--- src/rtl/cci_mpf_prim_semaphore_sched_pkg.sv ---
// cci_mpf_prim_semaphore_sched_pkg: shared types and constants for the semaphore scheduler
package cci_mpf_prim_semaphore_sched_pkg;
    typedef enum logic {RUN = 1'b0, DRAIN = 1'b1} t_sched_state;
    localparam int STAT_CNT_W = 32;
    function automatic int cnt_w(input int n_entries);
        return $clog2(n_entries) + 1;
    endfunction
    localparam int DEFAULT_N_ENTRIES = 16;
    typedef logic [cnt_w(DEFAULT_N_ENTRIES)-1:0] t_count;
endpackage

--- src/rtl/cci_mpf_prim_semaphore_sched_if.sv ---
// cci_mpf_prim_semaphore_sched_if: request, completion and flush handshake bundle
interface cci_mpf_prim_semaphore_sched_if #(
    parameter int N_VALUE_BITS = 10
);
    logic req_valid;
    logic [N_VALUE_BITS-1:0] req_value;
    logic req_ready;
    logic cmpl_en;
    logic [N_VALUE_BITS-1:0] cmpl_value;
    logic flush_req;
    logic flush_done;
    modport master (
        output req_valid, req_value, cmpl_en, flush_req,
        input  req_ready, cmpl_value, flush_done
    );
    modport slave (
        input  req_valid, req_value, cmpl_en, flush_req,
        output req_ready, cmpl_value, flush_done
    );
endinterface

--- src/rtl/cci_mpf_prim_semaphore_cam.sv ---
// cci_mpf_prim_semaphore_cam: round-robin semaphore CAM, set and clear slots in allocation order
module cci_mpf_prim_semaphore_cam #(
    parameter int N_ENTRIES = 16,
    parameter int N_VALUE_BITS = 10
) (
    input  logic clk,
    input  logic reset,
    input  logic set_en,
    input  logic [N_VALUE_BITS-1:0] set_value,
    input  logic clr_en,
    input  logic [N_VALUE_BITS-1:0] test_value,
    output logic hit
);
    localparam int IW = $clog2(N_ENTRIES);
    logic [N_VALUE_BITS-1:0] vals [N_ENTRIES];
    logic [N_ENTRIES-1:0] valid;
    logic [IW-1:0] set_idx;
    logic [IW-1:0] clr_idx;
    always_ff @(posedge clk) begin
        if (reset) begin
            valid <= '0;
            set_idx <= '0;
            clr_idx <= '0;
        end else begin
            if (set_en) begin
                vals[set_idx] <= set_value;
                valid[set_idx] <= 1'b1;
                set_idx <= set_idx + 1'b1;
            end
            if (clr_en) begin
                valid[clr_idx] <= 1'b0;
                clr_idx <= clr_idx + 1'b1;
            end
        end
    end
    always_comb begin
        hit = 1'b0;
        for (int i = 0; i < N_ENTRIES; i++)
            hit = hit | (valid[i] && vals[i] == test_value);
    end
endmodule

--- src/rtl/cci_mpf_prim_semaphore_sched_fifo.sv ---
// cci_mpf_prim_semaphore_sched_fifo: in-order ring buffer of in-flight tag values
module cci_mpf_prim_semaphore_sched_fifo
    import cci_mpf_prim_semaphore_sched_pkg::*;
#(
    parameter int N_ENTRIES = 16,
    parameter int N_VALUE_BITS = 10
) (
    input  logic clk,
    input  logic reset,
    input  logic push,
    input  logic [N_VALUE_BITS-1:0] push_value,
    input  logic pop,
    output logic [N_VALUE_BITS-1:0] head,
    output logic [cnt_w(N_ENTRIES)-1:0] count
);
    localparam int IW = $clog2(N_ENTRIES);
    localparam int CW = cnt_w(N_ENTRIES);
    logic [N_VALUE_BITS-1:0] mem [N_ENTRIES];
    logic [IW-1:0] wr_idx;
    logic [IW-1:0] rd_idx;
    always_ff @(posedge clk) begin
        if (reset) begin
            wr_idx <= '0;
            rd_idx <= '0;
            count <= '0;
        end else begin
            if (push) begin
                mem[wr_idx] <= push_value;
                wr_idx <= wr_idx + 1'b1;
            end
            if (pop) rd_idx <= rd_idx + 1'b1;
            count <= count + CW'(push) - CW'(pop);
        end
    end
    assign head = mem[rd_idx];
endmodule

--- src/rtl/cci_mpf_prim_semaphore_sched.sv ---
// cci_mpf_prim_semaphore_sched: tag-conflict issue scheduler; CCI_MPF_SEMAPHORE_SCHED_STATS_EN builds the stall counter
module cci_mpf_prim_semaphore_sched
    import cci_mpf_prim_semaphore_sched_pkg::*;
#(
    parameter int N_ENTRIES = 16,
    parameter int N_VALUE_BITS = 10
) (
    input  logic clk,
    input  logic reset,
    cci_mpf_prim_semaphore_sched_if.slave sched,
    output logic rdy,
    output logic conflict_stall,
    output logic [cnt_w(N_ENTRIES)-1:0] n_inflight,
    output logic err_underflow,
    output logic [STAT_CNT_W-1:0] stat_conflict_cycles
);
    localparam int CW = cnt_w(N_ENTRIES);
    t_sched_state state;
    t_sched_state state_nxt;
    logic hit;
    logic can_issue;
    logic grant;
    logic pop;
    assign can_issue = rdy && state == RUN && n_inflight != CW'(N_ENTRIES);
    assign sched.req_ready = can_issue && !hit;
    assign grant = sched.req_valid && sched.req_ready;
    assign pop = sched.cmpl_en && n_inflight != '0;
    assign conflict_stall = sched.req_valid && can_issue && hit;
    always_ff @(posedge clk) begin
        if (reset) begin
            state <= RUN;
            rdy <= 1'b0;
            err_underflow <= 1'b0;
        end else begin
            state <= state_nxt;
            rdy <= 1'b1;
            err_underflow <= err_underflow | (sched.cmpl_en && n_inflight == '0);
        end
    end
    always_comb begin
        state_nxt = (state == RUN) ? (sched.flush_req ? DRAIN : RUN) : (n_inflight == '0 ? RUN : DRAIN);
        sched.flush_done = state == DRAIN && n_inflight == '0;
    end
    cci_mpf_prim_semaphore_cam #(
        .N_ENTRIES(N_ENTRIES),
        .N_VALUE_BITS(N_VALUE_BITS)
    ) cam (
        .clk(clk),
        .reset(reset),
        .set_en(grant),
        .set_value(sched.req_value),
        .clr_en(pop),
        .test_value(sched.req_value),
        .hit(hit)
    );
    cci_mpf_prim_semaphore_sched_fifo #(
        .N_ENTRIES(N_ENTRIES),
        .N_VALUE_BITS(N_VALUE_BITS)
    ) fifo (
        .clk(clk),
        .reset(reset),
        .push(grant),
        .push_value(sched.req_value),
        .pop(pop),
        .head(sched.cmpl_value),
        .count(n_inflight)
    );
`ifdef CCI_MPF_SEMAPHORE_SCHED_STATS_EN
    always_ff @(posedge clk) begin
        if (reset) stat_conflict_cycles <= '0;
        else if (conflict_stall && stat_conflict_cycles != '1) stat_conflict_cycles <= stat_conflict_cycles + 1'b1;
    end
`else
    assign stat_conflict_cycles = '0;
`endif
endmodule

--- src/flat_wrapper.sv ---
// flat-port wrapper written by rule: the top's interface ports become plain ports
module cci_mpf_prim_semaphore_sched_flat import cci_mpf_prim_semaphore_sched_pkg::*;
#(
    parameter int N_ENTRIES = 16,
    parameter int N_VALUE_BITS = 10
)
  (clk, reset, rdy, conflict_stall, n_inflight, err_underflow, stat_conflict_cycles, sched_req_valid, sched_req_value, sched_cmpl_en, sched_flush_req, sched_req_ready, sched_cmpl_value, sched_flush_done);
  cci_mpf_prim_semaphore_sched_if #(.N_VALUE_BITS(N_VALUE_BITS)) sched_i ();
  input  logic clk;
  input  logic reset;
  output logic rdy;
  output logic conflict_stall;
  output logic [cnt_w(N_ENTRIES)-1:0] n_inflight;
  output logic err_underflow;
  output logic [STAT_CNT_W-1:0] stat_conflict_cycles;
  input wire logic [$bits(sched_i.req_valid)-1:0] sched_req_valid;
  input wire logic [$bits(sched_i.req_value)-1:0] sched_req_value;
  input wire logic [$bits(sched_i.cmpl_en)-1:0] sched_cmpl_en;
  input wire logic [$bits(sched_i.flush_req)-1:0] sched_flush_req;
  output wire logic [$bits(sched_i.req_ready)-1:0] sched_req_ready;
  output wire logic [$bits(sched_i.cmpl_value)-1:0] sched_cmpl_value;
  output wire logic [$bits(sched_i.flush_done)-1:0] sched_flush_done;
  assign sched_i.req_valid = sched_req_valid;
  assign sched_i.req_value = sched_req_value;
  assign sched_i.cmpl_en = sched_cmpl_en;
  assign sched_i.flush_req = sched_flush_req;
  assign sched_req_ready = sched_i.req_ready;
  assign sched_cmpl_value = sched_i.cmpl_value;
  assign sched_flush_done = sched_i.flush_done;
  cci_mpf_prim_semaphore_sched #(.N_ENTRIES(N_ENTRIES), .N_VALUE_BITS(N_VALUE_BITS)) u_core (.clk(clk), .reset(reset), .sched(sched_i), .rdy(rdy), .conflict_stall(conflict_stall), .n_inflight(n_inflight), .err_underflow(err_underflow), .stat_conflict_cycles(stat_conflict_cycles));
endmodule
--- config.mk ---
export PLATFORM = sky130hd
export DESIGN_NAME = cci_mpf_prim_semaphore_sched_flat
export DESIGN_NICKNAME = d
export VERILOG_FILES = /design/src/rtl/cci_mpf_prim_semaphore_sched_pkg.sv /design/src/rtl/cci_mpf_prim_semaphore_sched_if.sv /design/src/rtl/cci_mpf_prim_semaphore_cam.sv /design/src/rtl/cci_mpf_prim_semaphore_sched_fifo.sv /design/src/rtl/cci_mpf_prim_semaphore_sched.sv /design/src/flat_wrapper.sv
export SDC_FILE = /design/constraint.sdc
export NUM_CORES = 1
export LEC_CHECK = 0
export ABC_AREA = 1
export CORE_AREA = 5 5 253 255
export CTS_BUF_LIST = sky130_fd_sc_hd__clkbuf_8
export DETAILED_ROUTE_END_ITERATION = 10
export DIE_AREA = 0 0 258 260
export HOLD_SLACK_MARGIN = 0.05
export PLACE_DENSITY = 0.53
export SLEW_MARGIN = 30
export SYNTH_ARGS = -nofsm -noshare
export SYNTH_HDL_FRONTEND = slang
export SYNTH_HIERARCHICAL = 1
export SYNTH_SLANG_ARGS = --single-unit
--- constraint.sdc ---
create_clock -name clk -period 3.2 [get_ports clk]
set_clock_uncertainty 0.05 [all_clocks]
set_input_delay 0.48 -clock clk [delete_from_list [all_inputs] [get_ports clk]]
set_output_delay 0.48 -clock clk [all_outputs]
set_load 0.1 [all_outputs]
# Word level (Yosys, flattened, before mapping)

Memory sizes are Yosys's and may differ from the RTL's. A register that Yosys moved wholly into a read port is not among the register bits.
Cells that the tools add are included.

Bits in writable memories: 320
Bits of input ports: 15
Output and inout bits: 52
Register bits after elaboration: 40
Memories: 2

$lt $le $gt $ge: 4
Mux-type cells: 16
Reductions and logical operators: 30
Bitwise gates (word level): 20
Add/subtract/negate cells: 6
Equal/unequal tests: 17

Memories:

| name            | depth | width | rd ports | clocked after memory_dff | wr ports | RTL line                                | text |
|---|---|---|---|---|---|---|---|
| u_core.cam.vals | 16    | 10    | 16       | 0                        | 1        | cci_mpf_prim_semaphore_cam.sv:15        | `logic [N_VALUE_BITS-1:0] vals [N_ENTRIES];` |
| u_core.fifo.mem | 16    | 10    | 1        | 1                        | 1        | cci_mpf_prim_semaphore_sched_fifo.sv:18 | `logic [N_VALUE_BITS-1:0] mem [N_ENTRIES];` |

Operator list:

| operator                                                                      | number |
|---|---|
| 10-bit == test                                                                | 16 |
| 16-bit 2-to-1 mux                                                             | 3 |
| 1-bit logical AND                                                             | 27 |
| 4-bit by 1-bit adder with 4-bit output (second input constant)                | 4 |
| 16-bit AND                                                                    | 1 |
| 16-bit inverter                                                               | 1 |
| 1-bit bitwise OR                                                              | 16 |
| 16-bit bitwise OR                                                             | 1 |
| 4-bit by 5-bit less-than comparator with 1-bit output (second input constant) | 2 |
| 1-bit 2-to-1 mux                                                              | 9 |
| 1-bit demux with 4-bit select                                                 | 2 |
| 4-bit by 1-bit >= comparator with 1-bit output (second input constant)        | 2 |
| 4-bit 2-to-1 mux                                                              | 2 |
| 5-bit by 1-bit adder with 5-bit output                                        | 1 |
| 5-bit logical NOT                                                             | 1 |
| 5-bit inequality test (second input constant)                                 | 1 |
| 5-bit nonzero test                                                            | 1 |
| 5-bit by 1-bit subtractor with 5-bit output                                   | 1 |
| 1-bit logical NOT                                                             | 1 |
| 1-bit inverter                                                                | 1 |

# Longest topological paths before layout

An unclocked memory read counts as a cell.

Depth after elaboration: 25
Depth in mapped cells: 23
Gate-level depth less buffers: 21

# Hierarchy

The synthesis kept the hierarchy.

By module, submodules not included:

| module                            | instances | cells each | area an instance (sq um) |
|---|---|---|---|
| cci_mpf_prim_semaphore_cam        | 1         | 961        | 8914.8 |
| cci_mpf_prim_semaphore_sched_fifo | 1         | 759        | 7733.7 |
| cci_mpf_prim_semaphore_sched      | 1         | 59         | 419.2 |

# Least setup slack after synthesis

No wires, ideal clock.

Kind: input -> output
Start: input sched_req_value[4]
End: output conflict_stall
Slack: 2 ps
Data arrival time: 2668 ps
Buffers on the path: 2
Cell stages on the path: 13
Required time: 2670 ps
Path through: buf_4 -> buf_6 -> xnor2_1 -> nand2_1 -> nor2_1 -> nand3_1 -> nand2_1 -> inv_1 -> nand2_1 -> nor2_1 -> nand2_1 -> nand2_1 -> nor2_1

Word-level cells in the longest chain between the ends: 18
Elaborated cells on any way between the ends: 48
Those cells by class: eq/ne: 16; bitwise: 15; reduce/logical: 17

Ends and longest elaborated chain:

| item                            | RTL line                           | text |
|---|---|---|
| start, declared                 | flat_wrapper.sv:17                 | `input wire logic [$bits(sched_i.req_value)-1:0] sched_req_value;` |
| 10-bit == test                  | cci_mpf_prim_semaphore_cam.sv:39   | `hit = hit \| (valid[i] && vals[i] == test_value);` |
| 1-bit logical AND               | cci_mpf_prim_semaphore_cam.sv:39   |  |
| 1-bit bitwise OR (14 in series) | cci_mpf_prim_semaphore_cam.sv:39   |  |
| 1-bit bitwise OR (*)            | cci_mpf_prim_semaphore_cam.sv:39   |  |
| via u_core.hit                  | cci_mpf_prim_semaphore_sched.sv:20 | `logic hit;` |
| 1-bit logical AND (*)           | cci_mpf_prim_semaphore_sched.sv:28 | `assign conflict_stall = sched.req_valid && can_issue && hit;` |
| end, declared                   | flat_wrapper.sv:12                 | `output logic conflict_stall;` |

The timed path passes the listed nets; every way through them passes the cells marked *.

# Worst setup path in the final report

Start: register u_core.cam.valid[9]
End: output conflict_stall

Word-level cells in the longest chain between the ends: 9

Ends and longest elaborated chain:

| item                            | RTL line                           | text |
|---|---|---|
| start, declared                 | cci_mpf_prim_semaphore_cam.sv:16   | `logic [N_ENTRIES-1:0] valid;` |
| start signal, assigned          | cci_mpf_prim_semaphore_cam.sv:21   | `valid <= '0;` |
| start signal, assigned by index | cci_mpf_prim_semaphore_cam.sv:27   | `valid[set_idx] <= 1'b1;` |
| start signal, assigned by index | cci_mpf_prim_semaphore_cam.sv:31   | `valid[clr_idx] <= 1'b0;` |
| 1-bit logical AND               | cci_mpf_prim_semaphore_cam.sv:39   |  |
| 1-bit bitwise OR (7 in series)  | cci_mpf_prim_semaphore_cam.sv:39   |  |
| via u_core.hit                  | cci_mpf_prim_semaphore_sched.sv:20 |  |
| 1-bit logical AND               | cci_mpf_prim_semaphore_sched.sv:28 |  |

The timed path passes the listed nets, and every way through them passes these cells.

==> results.md <==
* Flop-to-flop setup slack at 0.48 ns
* Io pins at 67
* CP Launch Type: flip-flop
* Die Y at 260 µm
* Multi-input logic area at 0.00477 mm²
* Post-layout min period at 2.97 ns
* Max Cap Violations at 0
* Syn Area/Cell at 9.59 µm²
* Crit path DAT at 2.44 ns
* RSZ-0062 raised after global routing: false
* Worst-path maximum fanout at 2
* Nets at 1,943
* EDFF count, synth at 320
* Switching pwr at 3.96 mW
* Worst-skew pair later-pin latency at 0.62 ns
* GRT overflow at 0
* Synth unique cells at 38
* Post-CTS Setup Inserts at 0
* Worst path buffer plus inverter count at 3
* WHS at 0.126 ns
* Max stage delay on crit path at 0.39 ns
* Post-synthesis sequential area ratio at 0.615
* Clock-pin slew on the worst setup and hold paths at 0.06 ns
* Flops & latches, synth at 364
* CTS sink count at 364
* FMAX at 337 MHz
* Slowest stage cell, crit path: dfxtp_1
* Top post-synthesis cells by count: 534 x nand2_1, 320 x edfxtp_1, 305 x inv_1
* Hold path cells at 1
* Setup violators final at 0
* Initial antenna violation count at 0
* Full die area at 0.0671 mm²
* Yosys top cell area share at 0.563
* Pin count of the biggest net entering global routing at 81
* Cell Int Power at 8.12 mW
* Vias per Instance at 4.28
* Reg2reg end: u_core/cam/vals[7][2]
* Worst slew pin tran at 0.624 ns
* Share of cells above drive strength 1 at 0.116
* N_diodes at 0
* Clock power share at 0.332
* Logic pwr share at 0.227
* Antenna Nets Post-Route at 0
* Top-count cell post-synth: nand2_1
* Effective utilization at floorplan at 0.278
* CP cell instances: a21boi_1 > nand2_1 > nor2_1 > nand3_1 > nand2_1 > inv_1 > nand2_1 > nor2_1 > nand2_1 > buf_4 > nand2_1 > nor2_2 > buf_12
* DIE WIDTH at 258 µm
* First-pass GRT wire length at 67,100 µm
* HPWL after DPL at 27,500 µm
* Synth Flop Type: edfxtp_1
* Worst hold-check path type: in2reg
* Setup Crit Path Kind: reg2out
* Clk buf depth at 3
* Worst Setup End Kind: primary output
* Area added between synthesis and finish at 17.0%
* Async S/R FF share, synth at 0
* Static Leakage at 8.57 nW
* Hold Crit Start: sched_req_value[0]
* Tcrit/Tclk final at 0.928
* GRT Total Usage at 0.126
* Power density cells at 605 mW/mm²
* Core area at 0.0614 mm²
* Total number of vias at 11,800
* Layout fillers at 6,205
* Resized cells post-CTS at 0
* Crit path top cell by count: nand2_1
* Final Hold Fails at 0
* H-tree depth at 2
* Synth area leader: edfxtp_1
* CTS tree: yes
* Switching part of the total power at 0.327
* FF-to-FF Start: u_core/cam/vals[9][2]
* Total CTS buffers at 58
* DRT Wirelength at 43,000 µm
* Site Rows at 91
* Syn Inst Count at 1,779
* Min-Delay Endpoint: u_core/cam/vals[15][0]
* Vias in the first global route at 11,600
* Final worst setup slack at 0.231 ns
* Drt wl/cell at 15.7 µm
* Synth Cell Area at 0.0171 mm²
* First drt pass iteration count at 5
* Top cell family by delay on the critical path: simple AND/OR/NAND/NOR gates
* Clk Tree Root Cell: clkbuf_8
* RePlAce Congestion at 0.811
* Reg2Reg Depth at 19
* Slew Limit Fails at 0
* Worst slew margin at 0.583
* # DRC at 0
* Port-buffer cells at 34
* Synth warnings at 6
* WP data required at 2.67 ns
* Fraction of power consumed by sequential logic at 0.441
* Peak VDD IR at 0.000318 V
* Register area at 0.0105 mm²
* Status: completed
* Place WS at -0.204 ns
* Hold_buf cts at 0
* Dominant cells by area after synthesis: edfxtp_1 56%, nand2_1 12%, inv_1 6.7%
* Power consumption at 12.1 mW
* Setup TNS at 0 ns
* Number of DRC markers in iteration 0 at 925
-- cells by family after synthesis --
group,synth area share
xor gates and xnor gates,0.0277
AOI/OAI and AO/OA,0.0274
DFF,0.615
and+or+nand+nor,0.203
adders and majority gates,0.0144
buffers and inverters,0.113
other,0.000220
-- metal layers --
layer / track usage / routed length, µm / share of wire / up-vias
met4: 0.0384 / 1290 / 0.030 / 0
li1: - / - / - / 5855
met3: 0.0233 / 2450 / 0.057 / 93
met2: 0.210 / 20200 / 0.47 / 307
met5: 0 / 0 / 0 / -
met1: 0.169 / 19100 / 0.44 / 5509
-- metrics by stage --
stage / utilization / std cells / area [µm²]
after floorplan: - / 1810 / 17200
after global placement: 0.306 / 2639 / 18800
after detailed placement: 0.306 / 2639 / 18800
after CTS: 0.325 / 2748 / 20000
after global routing: 0.325 / 2748 / 20000
final: 0.325 / 2748 / 20000
-- sequential cells by signal, indices dropped and copies added (netlist names), 4 cells and up, named ones only --
name and cells:
u_core/cam/set_idx 4, u_core/fifo/count 5, u_core/cam/clr_idx 4, u_core/fifo/mem 160
u_core/fifo/wr_idx 4, u_core/cam/valid 16, u_core/cam/vals 160, u_core/fifo/rd_idx 4
-- power groups by stage --
stage	registers [mW]	logic (mW)	clock network (mW)
after floorplan	5.65	1.80	0
after global placement	5.43	2.74	0
after detailed placement	5.43	2.77	0
after CTS	5.33	2.77	4.13
after global routing	5.34	2.98	4.35
final	5.33	2.74	4.01
-- final cells by class --
class / instances / area share
Clock buffer: 68 / 0.0469
Clock inverter: 41 / 0.0119
Inverter: 317 / 0.0601
Multi-Input combinational cell: 1036 / 0.239
Sequential cell: 364 / 0.525
Tap cell: 790 / 0.0495
Timing Repair Buffer: 132 / 0.0671
-- how the worst max path moves through the flow --
stage                               start  cells past startpoint                    end  slack, ns
CTS                   u_core/cam/valid[9]                     13         conflict_stall       0.07
detailed placement     sched_req_value[8]                     18  u_core/cam/vals[0][0]      -0.20
finish                u_core/cam/valid[9]                     13         conflict_stall       0.23
global placement       sched_req_value[8]                     18  u_core/cam/vals[0][9]      -0.16
global route        u_core/cam/vals[9][6]                     13         conflict_stall       0.02
floorplan              sched_req_value[4]                     13         conflict_stall      0.002
-- cells in the final DEF, fill, tap and decap left out, types with 5 or more instances in the layout --
master / n
nand2_1: 534
o21ai_1: 10
clkbuf_8: 68
ha_1: 18
xor2_1: 18
o211ai_1: 5
nand4_1: 15
nor3_1: 16
clkinv_1: 12
clkinv_2: 7
nor2_1: 118
nand3_1: 151
buf_12: 29
buf_2: 10
conb_1: 32
buf_4: 89
dfxtp_1: 43
inv_2: 8
edfxtp_1: 320
a21oi_1: 29
a21boi_1: 7
inv_1: 323
o21ai_0: 24
xnor2_1: 36
No activity file was read; power rests on OpenSTA's default activity.
